==> config.mk <==
export PLATFORM = sky130hd
export DESIGN_NAME = button_debouncer_flat
export DESIGN_NICKNAME = d
export VERILOG_FILES = /design/src/rtl/button_if.sv /design/src/rtl/button_debouncer.sv /design/src/flat_wrapper.sv
export SDC_FILE = /design/constraint.sdc
export NUM_CORES = 1
export LEC_CHECK = 0
export ABC_AREA = 1
export CAP_MARGIN = 25
export CORE_UTILIZATION = 25
export CTS_BUF_LIST = sky130_fd_sc_hd__clkbuf_8
export DETAILED_ROUTE_END_ITERATION = 10
export PLACE_DENSITY_LB_ADDON = 0.05
export SLEW_MARGIN = 20
export SYNTH_ARGS = -nofsm -noshare
export SYNTH_HDL_FRONTEND = slang
export SYNTH_SLANG_ARGS = --single-unit
==> constraint.sdc <==
create_clock -name clk -period 2.8 [get_ports clk]
set_input_delay 0.42 -clock clk [delete_from_list [all_inputs] [get_ports clk]]
set_output_delay 0.42 -clock clk [all_outputs]
set_load 0.01 [all_outputs]
==> src/rtl/button_if.sv <==
// Pin-side interface for button_debouncer: raw level in, filtered level and edge strobes out.
// press_count exists only when BUTTON_PRESS_COUNT_EN is defined.
interface button_if;
  logic noisy;
  logic debounced;
  logic p_edge;
  logic n_edge;
  logic _edge;
`ifdef BUTTON_PRESS_COUNT_EN
  logic [15:0] press_count;

  modport master (input noisy, output debounced, p_edge, n_edge, _edge, press_count);
  modport slave  (output noisy, input debounced, p_edge, n_edge, _edge, press_count);
`else
  modport master (input noisy, output debounced, p_edge, n_edge, _edge);
  modport slave  (output noisy, input debounced, p_edge, n_edge, _edge);
`endif
endinterface

==> src/rtl/button_debouncer.sv <==
// Two-flop synchroniser plus a four-state qualify-and-hold FSM for a bouncing button.
// Optional press counter is enabled with `define BUTTON_PRESS_COUNT_EN.
module button_debouncer #(
  parameter int unsigned DEBOUNCE_CYCLES = 2_000_000,
  parameter int unsigned CNT_W           = 24
) (
  input  logic     clk,
  input  logic     reset_n,
  button_if.master bus
);

  typedef enum logic [1:0] {ZERO, WAIT1, ONE, WAIT0} state_t;

  localparam logic [CNT_W-1:0] LOAD = CNT_W'(DEBOUNCE_CYCLES - 1);

  logic             s1, s;
  state_t           state;
  logic [CNT_W-1:0] timer;
  logic             debounced_q;
  logic             prev;
  logic             p_edge_w, n_edge_w;

  // NOTE: non-blocking assignments make s1 and s two distinct flop stages;
  // blocking here would collapse the synchroniser into a single flop.
  always_ff @(posedge clk or negedge reset_n) begin
    if (!reset_n) begin
      s1 <= 1'b0;
      s  <= 1'b0;
    end else begin
      s1 <= bus.noisy;
      s  <= s1;
    end
  end

  // debounced is updated together with the state so it is a pure flop output.
  always_ff @(posedge clk or negedge reset_n) begin
    if (!reset_n) begin
      state       <= ZERO;
      timer       <= '0;
      debounced_q <= 1'b0;
    end else begin
      case (state)
        ZERO: begin
          if (s) begin
            state <= WAIT1;
            timer <= LOAD;
          end
        end
        WAIT1: begin
          if (!s) begin
            state <= ZERO;
          end else if (timer == '0) begin
            state       <= ONE;
            debounced_q <= 1'b1;
          end else begin
            timer <= timer - 1'b1;
          end
        end
        ONE: begin
          if (!s) begin
            state <= WAIT0;
            timer <= LOAD;
          end
        end
        WAIT0: begin
          if (s) begin
            state <= ONE;
          end else if (timer == '0) begin
            state       <= ZERO;
            debounced_q <= 1'b0;
          end else begin
            timer <= timer - 1'b1;
          end
        end
        default: begin
          state       <= ZERO;
          debounced_q <= 1'b0;
        end
      endcase
    end
  end

  always_ff @(posedge clk or negedge reset_n) begin
    if (!reset_n) prev <= 1'b0;
    else          prev <= debounced_q;
  end

  assign p_edge_w      = debounced_q & ~prev;
  assign n_edge_w      = ~debounced_q & prev;
  assign bus.debounced = debounced_q;
  assign bus.p_edge    = p_edge_w;
  assign bus.n_edge    = n_edge_w;
  assign bus._edge     = p_edge_w | n_edge_w;

`ifdef BUTTON_PRESS_COUNT_EN
  logic [15:0] press_cnt;

  always_ff @(posedge clk or negedge reset_n) begin
    if (!reset_n)      press_cnt <= '0;
    else if (p_edge_w) press_cnt <= press_cnt + 16'd1;
  end

  assign bus.press_count = press_cnt;
`endif

endmodule

==> src/flat_wrapper.sv <==
// flat-port wrapper written by rule: the top's interface ports become plain ports
module button_debouncer_flat 
#(
  parameter int unsigned DEBOUNCE_CYCLES = 2_000_000,
  parameter int unsigned CNT_W           = 24
)
  (clk, reset_n, bus_noisy, bus_debounced, bus_p_edge, bus_n_edge, bus__edge);
  button_if bus_i ();
  input  logic clk;
  input  logic reset_n;
  input wire logic [$bits(bus_i.noisy)-1:0] bus_noisy;
  output wire logic [$bits(bus_i.debounced)-1:0] bus_debounced;
  output wire logic [$bits(bus_i.p_edge)-1:0] bus_p_edge;
  output wire logic [$bits(bus_i.n_edge)-1:0] bus_n_edge;
  output wire logic [$bits(bus_i._edge)-1:0] bus__edge;
  assign bus_i.noisy = bus_noisy;
  assign bus_debounced = bus_i.debounced;
  assign bus_p_edge = bus_i.p_edge;
  assign bus_n_edge = bus_i.n_edge;
  assign bus__edge = bus_i._edge;
  button_debouncer #(.DEBOUNCE_CYCLES(DEBOUNCE_CYCLES), .CNT_W(CNT_W)) u_core (.clk(clk), .reset_n(reset_n), .bus(bus_i));
endmodule
# --- Word-level counts from Yosys, hierarchy flattened ---
# Index checks and enable logic that the tools add are counted.
op_classes:
  n_addsub: 1
  n_eq_ne: 11
  n_reduce_logical: 6
  bitwise_logic: 5
  n_mux: 18
op_table:
  columns: ["cell", "count"]
  rows:
  - ["24-bit 2-to-1 mux", 5]
  - ["24-bit case mux with 4 select lines", 1]
  - ["24-bit zero test", 1]
  - ["24-bit by 1-bit subtractor with 24-bit output (second input constant)", 1]
  - ["2-bit 2-to-1 mux", 6]
  - ["2-bit by 1-bit != test with 1-bit output (second input constant)", 4]
  - ["2-bit case mux with 4 select lines", 1]
  - ["4-bit AND reduction", 2]
  - ["5-bit AND reduction", 1]
  - ["2-bit equality test (second input constant)", 2]
  - ["1-bit 2-to-1 mux", 4]
  - ["2-bit != test (second input constant)", 2]
  - ["3-bit by 1-bit != test with 1-bit output (second input constant)", 1]
  - ["3-bit != test (second input constant)", 1]
  - ["1-bit bitwise AND", 2]
  - ["2-bit by 1-bit equality test with 1-bit output (second input constant)", 1]
  - ["2-bit zero test", 1]
  - ["1-bit NOT", 2]
  - ["1-bit case mux with 2 select lines", 1]
  - ["2-bit nonzero test", 1]
  - ["1-bit bitwise OR", 1]
word_totals:
  register_bits: 30

# --- Longest topological paths before layout ---
# Gate-level depths: netlist (run 1).
logic_depth:
  ltp_word: 4
  depth_mapped: 11

# --- Worst setup path before layout (run 1) ---
# Ideal clock, no wire load.
synth_timing:
  path_type: "reg2reg"
  startpoint: "reg u_core.timer[0]"
  endpoint: "reg u_core.timer[11]"
  path_stages_with_launch: 12
  period_less_slack_ns: 1.466
  setup_ns: 0.074
  path_slack_ns: 1.334
  t_arrival_ns: 1.392
  n_path_buf: 1
  t_required_ns: 2.726
  path_cell_list: "dfrtp_1 > inv_1 > ha_1 > nand3_1 > nor2_1 > nand2_2 > nor2_8 > nor2_8 > clkinv_4 > buf_8 > nand2_1 > o21ai_2"
synth_via:
  elab_chain_cells: 4
  word_cells_on_any_way: 6
  cone_classes: "1 x add/sub; 4 x mux; 1 x reduce/logical"
synth_lines:
  columns: ["item", "line", "rtl"]
  rows:
  - ["from (decl)", "button_debouncer.sv:18", "logic [CNT_W-1:0] timer;"]
  - ["from (signal assigned)", "button_debouncer.sv:56", "timer <= timer - 1'b1;"]
  - ["from (signal assigned)", "button_debouncer.sv:72", "timer <= timer - 1'b1;"]
  - ["24-bit by 1-bit subtractor with 24-bit output / 24-bit zero test (equally long branches)", null, null]
  - ["24-bit 2-to-1 mux *", "button_debouncer.sv:52, button_debouncer.sv:68", null]
  - ["24-bit 2-to-1 mux, on equally long branches", "button_debouncer.sv:66, button_debouncer.sv:50", null]
  - ["24-bit case mux with 4 select lines *", "button_debouncer.sv:42", "case (state)"]
# Every way passes the cells marked *; elsewhere a longest branch is shown, timed or not. The select of a mux whose other input is x is not followed.
# A chain may end at the register's enable or synchronous reset.

# --- Worst setup path after layout (run 1) ---
layout_timing:
  startpoint: "reg u_core.debounced_q (netlist: u_core.bus.debounced)"
  endpoint: "out bus__edge"
layout_via:
  elab_chain_cells: 3
  word_cells_on_any_way: 4
  cone_classes: "4 x bitwise"
layout_lines:
  columns: ["item", "line", "rtl"]
  rows:
  - ["from (decl)", "button_debouncer.sv:19", "logic debounced_q;"]
  - ["from (signal assigned)", "button_debouncer.sv:40", "debounced_q <= 1'b0;"]
  - ["from (signal assigned)", "button_debouncer.sv:54", "debounced_q <= 1'b1;"]
  - ["from (signal assigned)", "button_debouncer.sv:70", "debounced_q <= 1'b0;"]
  - ["1-bit NOT", "button_debouncer.sv:89", "assign n_edge_w = ~debounced_q & prev;"]
  - ["1-bit bitwise AND", "button_debouncer.sv:89", null]
  - ["1-bit bitwise OR *", "button_debouncer.sv:93", "assign bus._edge = p_edge_w | n_edge_w;"]
  - ["to (decl)", "flat_wrapper.sv:15", "output wire logic [$bits(bus_i._edge)-1:0] bus__edge;"]
# Every way passes the cells marked *; elsewhere a longest branch is shown, timed or not.

==> reports/summary.txt, run 1 <==
Port-buffer cells: 6
Synthesized net count: 282
Starting Density: 0.2625
Vias in the first global route: 1,633
Seq cells post-synth: 30
Root Buffer Master: clkbuf_8
Crit. End Element: output pin
P&R area growth vs syn: 11.90%
Crit path max fanout: 5
Critical path class: register to output pin
Reg2Reg Depth: 10
Setup Skew: 0.005387 ns
Worst-path cell chain: inv_1 -> ha_1 -> inv_1 -> clkdlybuf4s50_1
Die Footprint: 0.008093 mm^2
Post-Synth Adder-Cell Area: 0.02587
Run status: complete, no violations
Synth top area cells: dfrtp_1, nand2_1, nand3_1
DRT Pass-1 Iters: 4
CP Launch Type: register
RePlAce Congestion: 0.7274
Max VDD drop: 0.0001973 V
Startpoint of the worst-slack reg-to-reg timing path: u_core.timer[0]
Buffer count from post-CTS setup fixing: 0
Largest net degree at the start of global routing: 31
H-tree depth: 2
Final period utilization: 0.7260
Wirelength per Cell: 13.05 um
Relative slew slack: 0.6057
Row count: 31
Global route overflow: 0
Synth Area in Compound Gates: 0.06339
Cts bufs inserted: 5
Post-synthesis cell area: 0.001934 mm^2
Yosys cell types: 25
Clock tree sinks: 30
DP HPWL: 3.609 mm
Count of pins over their slew limit: 0
Post-synthesis average cell area: 7.034 um^2
Core area: 0.007370 mm^2
Largest family of logic cells by synthesized area: simple AND/OR/NAND/NOR gates
DP Cell Count: 376
Final Hold Fails: 0
Clock Latency Late Sink: 0.28 ns
Endpoint, Worst Hold: u_core.s
Slew @ Worst Pin: 0.5893 ns
CTS tree: yes
Leakage: 1.070 nW
Post-synthesis simple-gate area fraction: 0.4153
Share of layout cells above drive strength 1: 0.08421
Cts hold-fix bufs: 0
Number of remaining DRC errors: 0
Post-synthesis sequential area ratio: 0.3881
RSZ-0062 raised after global routing: no
Critical path's slowest cell: clkdlybuf4s50_1
Max incr delay on CP: 0.53 ns
Hold path depth: 0
Final nets: 291
YS warnings: 0
Top cell type's share of synthesized area: 0.3881
DRT iter0 DRCs: 71
Mux contribution to synthesized area: 0
Post-Synthesis Cells: 275
Final cell count without fillers: 384
CTS clock-pin slew for the worst setup and hold paths: 0.07 ns
Die X: 89.96 um
Tightest Hold Check Type: register to register
Post-CTS sizing: 0
Endpoints failing setup: 0
Via density: 4.344
Clock tree buffer depth: 2
Xor and xnor area share after synthesis: 0.01358
FF-to-FF End: u_core.timer[13]
Req. time, crit path: 2.38 ns
Initial antenna violation count: 0
Fmax: 491.9 MHz
Min-Delay Startpoint: u_core.s1
Min Tclk post-route: 2.033 ns
Die Ht: 89.96 um
IO Pins: 7
Via Count: 1,668
Routed Antenna Nets: 0
Most common cell on crit path: inv_1
Global-route wire length before repair: 8.604 mm
R2r setup slk: 1.00 ns
Total Neg Setup Slack: 0 ns
Overall routed net length: 5.011 mm
# diodes: 0
Cell Pwr Density: 469.6 mW/mm^2
Critical Path AT: 1.61 ns
Cell taking the most area after synthesis: dfrtp_1
Gr usage total: 0.1353
Total of max-cap violations: 0
==> metal layers <==
metal / vias to the layer above / track usage / share of wire
li1: 893 / - / -
met1: 757 / 0.1851 / 0.52
met2: 13 / 0.2186 / 0.45
met3: 5 / 0.02538 / 0.020
met4: 0 / 0.03629 / 0.011
met5: - / 0 / 0
==> registers in the layout, indices dropped and copies added (netlist names), named ones only <==
name / flops
u_core.timer: 24
u_core.bus.debounced: 1
u_core.prev: 1
u_core.s: 1
u_core.s1: 1
u_core.state: 1
==> where the power goes <==
part           internal, mW  switching, mW  leakage (nW)  total [mW]
combinational        0.0481          0.111         0.639       0.159
sequential            0.457         0.0268         0.378       0.484
clock                 0.195          0.179        0.0524       0.374
==> cell families after synthesis <==
| group | count (synthesis) |
|---|---|
| DFF | 30 |
| AOI/OAI and AO/OA | 21 |
| buffers and inverters | 37 |
| adders and majority gates | 4 |
| xor gates and xnor gates | 3 |
| and+or+nand+nor | 180 |
==> per-stage QoR <==
stage	utilization	hold WS, ns	total power, mW	setup slack, ns	instance area, um^2
5_1_grt	0.2937	0.3580	1.081	0.6849	2165
6_report	0.2937	0.3503	1.017	0.7671	2165
3_3_place_gp	0.2813	0.3343	0.6568	0.9896	2073
4_1_cts	0.2937	0.3535	1.034	0.7489	2165
3_5_place_dp	0.2813	0.3372	0.6547	0.9537	2073
2_1_floorplan	-	0.1244	0.6074	1.334	1934
==> worst max path at each step <==
| stage | startpoint | end | slack [ns] | cells past startpoint |
|---|---|---|---|---|
| finish | u_core.bus.debounced | bus__edge | 0.77 | 4 |
| global route | u_core.bus.debounced | bus__edge | 0.68 | 4 |
| floorplan | u_core.timer[0] | u_core.timer[11] | 1.33 | 11 |
| CTS | u_core.bus.debounced | bus__edge | 0.75 | 4 |
| global placement | u_core.timer[1] | u_core.timer[14] | 0.99 | 10 |
| detailed placement | u_core.timer[1] | u_core.timer[11] | 0.95 | 10 |
==> cells in the final DEF, fill, tap and decap left out, drive strengths merged <==
cell	n
dfrtp	30
nand2	92
o21ai	20
or2	2
clkdlybuf4s50	6
nor3	1
xor2	2
ha	4
nor2	42
clkbuf	6
clkinv	2
nand3	33
buf	2
xnor2	1
nand4	10
a21o	1
inv	31
==> final cells by class <==
cell class	instances	area (um^2)
Clock buffer	6	82.58
Clock inverter	2	8.758
Fill cell	816	5205
Inverter	31	121.4
Multi-Input combinational cell	208	1002
Sequential cell	30	750.7
Tap cell	99	123.9
Timing Repair Buffer	8	75.07
==> cell usage after synthesis <==
| master | instances |
|---|---|
| nand2_4 | 1 |
| nand3_1 | 33 |
| clkinv_4 | 1 |
| o21ai_1 | 12 |
| xor2_1 | 2 |
| dfrtp_1 | 30 |
| nor2_1 | 37 |
| nor2_8 | 2 |
| o21ai_2 | 4 |
| or2_2 | 2 |
| nand4_1 | 10 |
| buf_8 | 2 |
| a21o_1 | 1 |
| nand2_1 | 90 |
| ha_1 | 4 |
| buf_6 | 2 |
| nand2_2 | 1 |
| nor2_4 | 1 |
| xnor2_1 | 1 |
| clkbuf_1 | 2 |
| inv_2 | 1 |
| inv_1 | 29 |
| nor2_2 | 2 |
| o21ai_0 | 4 |
| nor3_1 | 1 |
==> critical path, delay by kind of cell (launching register included) <==
kind / cells / cell delay (ns)
adder cells (fa/ha/maj): 1 / 0.28
flip-flops: 1 / 0.41
buffers and inverters: 3 / 0.64
(Power assumes the default switching activity.)
==> run 2, diff against run 1 <==
Clock period 2.8 ns to 1.7 ns, I/O delays scaled along.
==> run 2 against run 1 <==
Net effect:
- via count grew 6.0%
- cell count grew 6.8%
- die area is the same
- global-route usage grew 0.30 points
- clock power grew 61%
- critical path depth shrank 1
- wire length grew 3.2%
- sequential power grew 63%
- hold slack gained 0.0046 ns
- clock-buffer cell count is the same
- largest cell class unchanged
==> reports/summary.txt, run 2 (same netlist as run 1, synthesis figures left out) <==
Via density: 4.312 (-0.73%)
RePlAce Congestion: 0.6996 (-3.8%)
Die Footprint: 0.008093 mm^2 (unchanged)
Core area: 0.007370 mm^2 (unchanged)
Clock tree buffer depth: 2 (unchanged)
DP Cell Count: 401 (+6.6%)
Clock tree sinks: 30 (unchanged)
Crit. End Element: output pin
Critical path class: register to output pin
Req. time, crit path: 1.44 ns (-0.94 ns)
Run status: complete, no violations
Worst hold slack: 0.3549 ns (+0.004583 ns)
Final period utilization: 0.9590
Most frequent cells in the layout: nand2_1, nand3_1, inv_1, nor2_1, dfrtp_1
R2r setup slk: 0.09 ns (-0.91 ns)
Root Buffer Master: clkbuf_8
H-tree depth: 2 (unchanged)
CTS clock-pin slew for the worst setup and hold paths: 0.07 ns (about the same)
Critical Path AT: 1.38 ns (-0.23 ns)
# diodes: 0 (unchanged)
Slew @ Worst Pin: 0.4873 ns (-0.1020 ns)
Reg area: 753.2 um^2 (+0.33%)
Endpoints failing setup: 0 (unchanged)
Vias in the first global route: 1,716 (+5.1%)
IO Pins: 7 (unchanged)
Total Neg Setup Slack: 0 ns (unchanged)
Multi-input gate area: 0.001032 mm^2 (+3.0%)
Cts bufs inserted: 5 (unchanged)
Leakage: 1.221 nW (+14%)
Most common cell after layout, fill and taps aside: nand2_1
RSZ-0062 raised after global routing: no
Total power: 1.727 mW (+70%)
CP Launch Type: register
Row count: 31 (unchanged)
Overall routed net length: 5.170 mm (+3.2%)
Total of max-cap violations: 0 (unchanged)
Fmax: 613.4 MHz
Final cell count without fillers: 410 (+6.8%)
Max FFs per register: 24 (unchanged)
Final Hold Fails: 0 (unchanged)
Clock Latency Late Sink: 0.28 ns (about the same)
Global route overflow: 0 (unchanged)
Largest net degree at the start of global routing: 31 (unchanged)
Max VDD drop: 0.0002786 V (+41%)
Gr usage total: 0.1383 (+0.002992)
DP HPWL: 3.827 mm (+6.0%)
CTS tree: yes
Initial antenna violation count: 0 (unchanged)
DRT Pass-1 Iters: 4 (unchanged)
Fillcell total: 825 (+1.1%)
Die Ht: 89.96 um (unchanged)
Cell Pwr Density: 716.5 mW/mm^2 (+53%)
Port-buffer cells: 6 (unchanged)
Number of remaining DRC errors: 0 (unchanged)
DRT iter0 DRCs: 104 (+46%)
Die X: 89.96 um (unchanged)
Wirelength per Cell: 12.61 um (-3.4%)
Top reg by flops: u_core.timer
Setup Skew: 0.003947 ns (-0.001440 ns)
Crit path max fanout: 2 (-3)
Starting Density: 0.2625 (unchanged)
Relative slew slack: 0.6728 (+0.06712)
P&R area growth vs syn: 24.58%
Global-route wire length before repair: 8.687 mm (+0.96%)
Min Tclk post-route: 1.630 ns
Final nets: 317 (+8.9%)
Routed Antenna Nets: 0 (unchanged)
Tightest Hold Check Type: register to register
Share of layout cells above drive strength 1: 0.1961 (+0.1119)
Count of pins over their slew limit: 0 (unchanged)
Via Count: 1,768 (+6.0%)
==> run 2: cell types whose count changed in the layout (fill, tap and decap cells not counted), moves of 2 or more <==
| cell | before | now |
|---|---|---|
| clkdlybuf4s50_1 | 6 | 4 |
| dfrtp_2 | 0 | 2 |
| dlygate4sd2_1 | 0 | 2 |
| nor2_1 | 37 | 29 |
| nor2_4 | 1 | 3 |
| nor2_2 | 2 | 8 |
| buf_4 | 2 | 27 |
| dfrtp_1 | 30 | 28 |
==> run 2: repair_timing <==
item	in CTS	in global routing
hold buffers	0	0
pin swaps	0	1
endpoints found under the setup margin	13	21
buffers inserted	0	1
gates resized for setup	4	12
==> run 2: final timing paths <==
| kind | to | from | cells after the start |
|---|---|---|---|
| worst max register to register | u_core.timer[5] | u_core.timer[22] | 7 |
| worst min-delay path | u_core.s | u_core.s1 | 0 |
| min in group asynchronous | u_core.timer[8] | reset_n | 2 |
| worst max-delay path | bus_n_edge | u_core.bus.debounced | 3 |
| max in group asynchronous | u_core.timer[7] | reset_n | 2 |
| worst min register to register | u_core.s | u_core.s1 | 0 |
==> run 2: metrics by stage <==
stage | area [um^2] | utilization | worst slack, ns
3_3_place_gp | 2273 | 0.3085 | -0.04355
4_1_cts | 2372 | 0.3219 | 0.02190
5_1_grt | 2410 | 0.3270 | 0.0001754
3_5_place_dp | 2273 | 0.3085 | -0.03627
6_report | 2410 | 0.3270 | 0.06963
2_1_floorplan | 1934 | - | 0.2335
==> run 2: final cells by class <==
cell class	count	area share
flip-flops and latches	30	0.3126
repair buffers	34	0.1163
well taps	99	0.05140
clock buffers	6	0.03427
inverters	31	0.05348
multi-input cells	208	0.4283
clock inverters	2	0.003634
==> run 2: critical path: stages (launching register included) <==
cell and delay [ns]:
dfrtp_1 0.38, inv_1 0.06, ha_1 0.13, clkdlybuf4s50_1 0.53
==> run 2: per-layer routing <==
metal  up-vias  GRT usage  part of all wire
met5         -          0                 0
met4         0    0.03226            0.0085
met3         5    0.02623             0.019
met2         9     0.2218              0.46
met1       810     0.1921              0.51
li1        944          -                 -
==> run 2: power by group <==
part / switching, mW / leakage [nW] / internal [mW]
Clock: 0.282 / 0.0524 / 0.321
Sequential: 0.0349 / 0.375 / 0.753
Combinational: 0.210 / 0.794 / 0.126
==> run 3, diff against run 2 <==
Settings changed: CORE_UTILIZATION 25 to 50, SKIP_LAST_GASP set to 1.
==> run 3 against run 2 <==
Net effect:
- wire length fell by 9.9%
- die area fell by 49%
- sequential share of layout area rose by 1.1 points
- clock power rose by 24%
- clock-buffer cell count did not move
- largest cell class unchanged
- global-route usage rose by 13 points
- critical path depth did not move
- maximum frequency fell by 0.76%
- flip-flop and latch count did not move
- combinational power fell by 3%
==> reports/summary.txt, run 3 (same netlist as run 1, synthesis figures left out) <==
Met1 WL: 2.327 mm (-12%)
Via density: 5.097 (+18%)
P&R area growth vs syn: 20.12%
Die Ht: 64.20 um (-29%)
Buffer count from post-CTS setup fixing: 0 (unchanged)
Largest net degree at the start of global routing: 31 (unchanged)
Routed Antenna Nets: 0 (unchanged)
Critical path class: register to output pin
Core area: 0.003689 mm^2 (-50%)
CTS clock-pin slew for the worst setup and hold paths: 0.07 ns (about the same)
Multi-input gate area: 0.001027 mm^2 (-0.48%)
Endpoints failing setup: 0 (unchanged)
RePlAce Congestion: 0.9059 (+29%)
Reg2Reg Depth: 9 (+2)
Via Count: 1,794 (+1.5%)
Wirelength per Cell: 13.23 um (+4.9%)
CP Launch Type: register
Root Buffer Master: clkbuf_8
Setup ws final: 0.05721 ns (-0.01243 ns)
Most common cell after layout, fill and taps aside: nand2_1
RSZ-0062 raised after global routing: no
Routed length on met3: 189 um (+91%)
DRT Pass-1 Iters: 4 (unchanged)
H-tree depth: 2 (unchanged)
Initial antenna violation count: 0 (unchanged)
DRT iter0 DRCs: 94 (-9.6%)
Startpoint of the worst-slack reg-to-reg timing path: u_core.timer[13]
Min-Delay Startpoint: u_core.s1
Gr usage total: 0.2634 (+0.1251)
Relative slew slack: 0.7289 (+0.05606)
Min Tclk post-route: 1.643 ns (+0.01243 ns)
Final nets: 311 (-1.9%)
Critical Path AT: 1.39 ns (about the same)
Switching Share: 0.2776 (-0.02752)
Post-Place Worst Slack: 0.09488 ns (+0.1312 ns)
Clock Latency Late Sink: 0.29 ns (about the same)
Fillcell total: 353 (-57%)
Finished Cell Area: 0.002323 mm^2 (-3.6%)
Cts bufs inserted: 5 (unchanged)
Total of max-cap violations: 0 (unchanged)
Cts hold-fix bufs: 0 (unchanged)
Leakage: 1.193 nW (-2.3%)
Cell Int Power: 1.343 mW (+12%)
Crit. End Element: output pin
Reg power frac: 0.425 (-0.032)
Final Hold Fails: 0 (unchanged)
Req. time, crit path: 1.44 ns (about the same)
Top reg by flops: u_core.timer
R2r setup slk: 0.14 ns (+0.05 ns)
Row count: 22 (-29%)
Endpoint, Worst Hold: u_core.s
Top sig layer: met4
Net Switching: 0.5161 mW (-2.0%)
Starting Density: 0.5244 (+0.2619)
Final period utilization: 0.9663 (+0.007310)
Number of remaining DRC errors: 0 (unchanged)
Count of pins over their slew limit: 0 (unchanged)
Die Footprint: 0.004122 mm^2 (-49%)
Final core utilization: 0.6299 (+0.3029)
Die X: 64.20 um (-29%)
Vias in the first global route: 1,698 (-1.0%)
FF-to-FF End: u_core.timer[0]
Overall routed net length: 4.657 mm (-9.9%)
IO Pins: 7 (unchanged)
# diodes: 0 (unchanged)
Clock tree buffer depth: 2 (unchanged)
CTS tree: yes
Clock tree sinks: 30 (unchanged)
Run status: complete, no violations
Share of layout cells above drive strength 1: 0.1809 (-0.01522)
Max FFs per register: 24 (unchanged)
Global-route wire length before repair: 8.017 mm (-7.7%)
Port-buffer cells: 6 (unchanged)
Global route overflow: 0 (unchanged)
Total Neg Setup Slack: 0 ns (unchanged)
Placed cell areas: 0.002185 mm^2 (-3.9%)
Reg area: 752.0 um^2 (-0.17%)
Most frequent cells in the layout: nand2_1, nand3_1, nor2_1
Crit path max fanout: 2 (unchanged)
Setup Skew: 0.005791 ns (+0.001844 ns)
Logic pwr share: 0.176 (-0.019)
Hold path depth: 0 (unchanged)
Total power: 1.859 mW (+7.7%)
Cell Pwr Density: 800.2 mW/mm^2 (+12%)
Met2 Wirelength: 2.035 mm (-14%)
Tightest Hold Check Type: register to register
Slew @ Worst Pin: 0.4067 ns (-0.08059 ns)
Clock power frac: 0.400 (+0.051)
Max VDD drop: 0.0004969 V (+78%)
Fmax: 608.7 MHz (-0.76%)
DP HPWL: 3.363 mm (-12%)
## run 3: critical path, cell delays in order, from the launching register on
cell and delay [ns]:
dfrtp_1 0.39, inv_1 0.06, ha_1 0.13, clkdlybuf4s50_1 0.52
## run 3: repair_timing
action	4_1_cts	5_1_grt
setup endpoints to repair	2	14
pin swaps	0	1
gates resized for setup	2	13
## run 3: power groups by stage
stage,combinational (mW),clock (mW),sequential [mW]
6_report,0.326,0.744,0.789
5_1_grt,0.372,0.784,0.793
4_1_cts,0.320,0.760,0.785
3_5_place_dp,0.317,0,0.798
3_3_place_gp,0.318,0,0.797
2_1_floorplan,0.203,0,0.798
## run 3: worst max path at each step
stage / start / slack (ns) / depth (start not counted) / end
3_3_place_gp: u_core.timer[7] / 0.10 / 8 / u_core.timer[9]
6_report: u_core.bus.debounced / 0.06 / 3 / bus_n_edge
3_5_place_dp: u_core.timer[0] / 0.09 / 9 / u_core.timer[14]
4_1_cts: u_core.bus.debounced / 0.04 / 3 / bus_n_edge
5_1_grt: u_core.timer[14] / 0.003 / 9 / u_core.timer[0]
2_1_floorplan: u_core.timer[0] / 0.23 / 11 / u_core.timer[11]
## run 3: area by class of cell
cell class,count,area share
sequential,30,0.3236
inverter,31,0.05331
clock inverter,1,0.01292
timing repair buffer,28,0.1066
multi-input combinational,208,0.4421
tap,48,0.02585
clock buffer,6,0.03554
## run 3: metal layers
layer  global-route usage  vias to the layer above
li1                     -                      935
met4               0.1000                        0
met1               0.3641                      812
met3              0.05357                       10
met2               0.4043                       37
met5                    0                        -
## run 3: through the flow
stage	hold slack, ns	instances
6_report	0.3495	352
5_1_grt	0.3580	352
4_1_cts	0.3549	352
3_5_place_dp	0.3403	345
3_3_place_gp	0.3321	345
2_1_floorplan	-0.04059	275
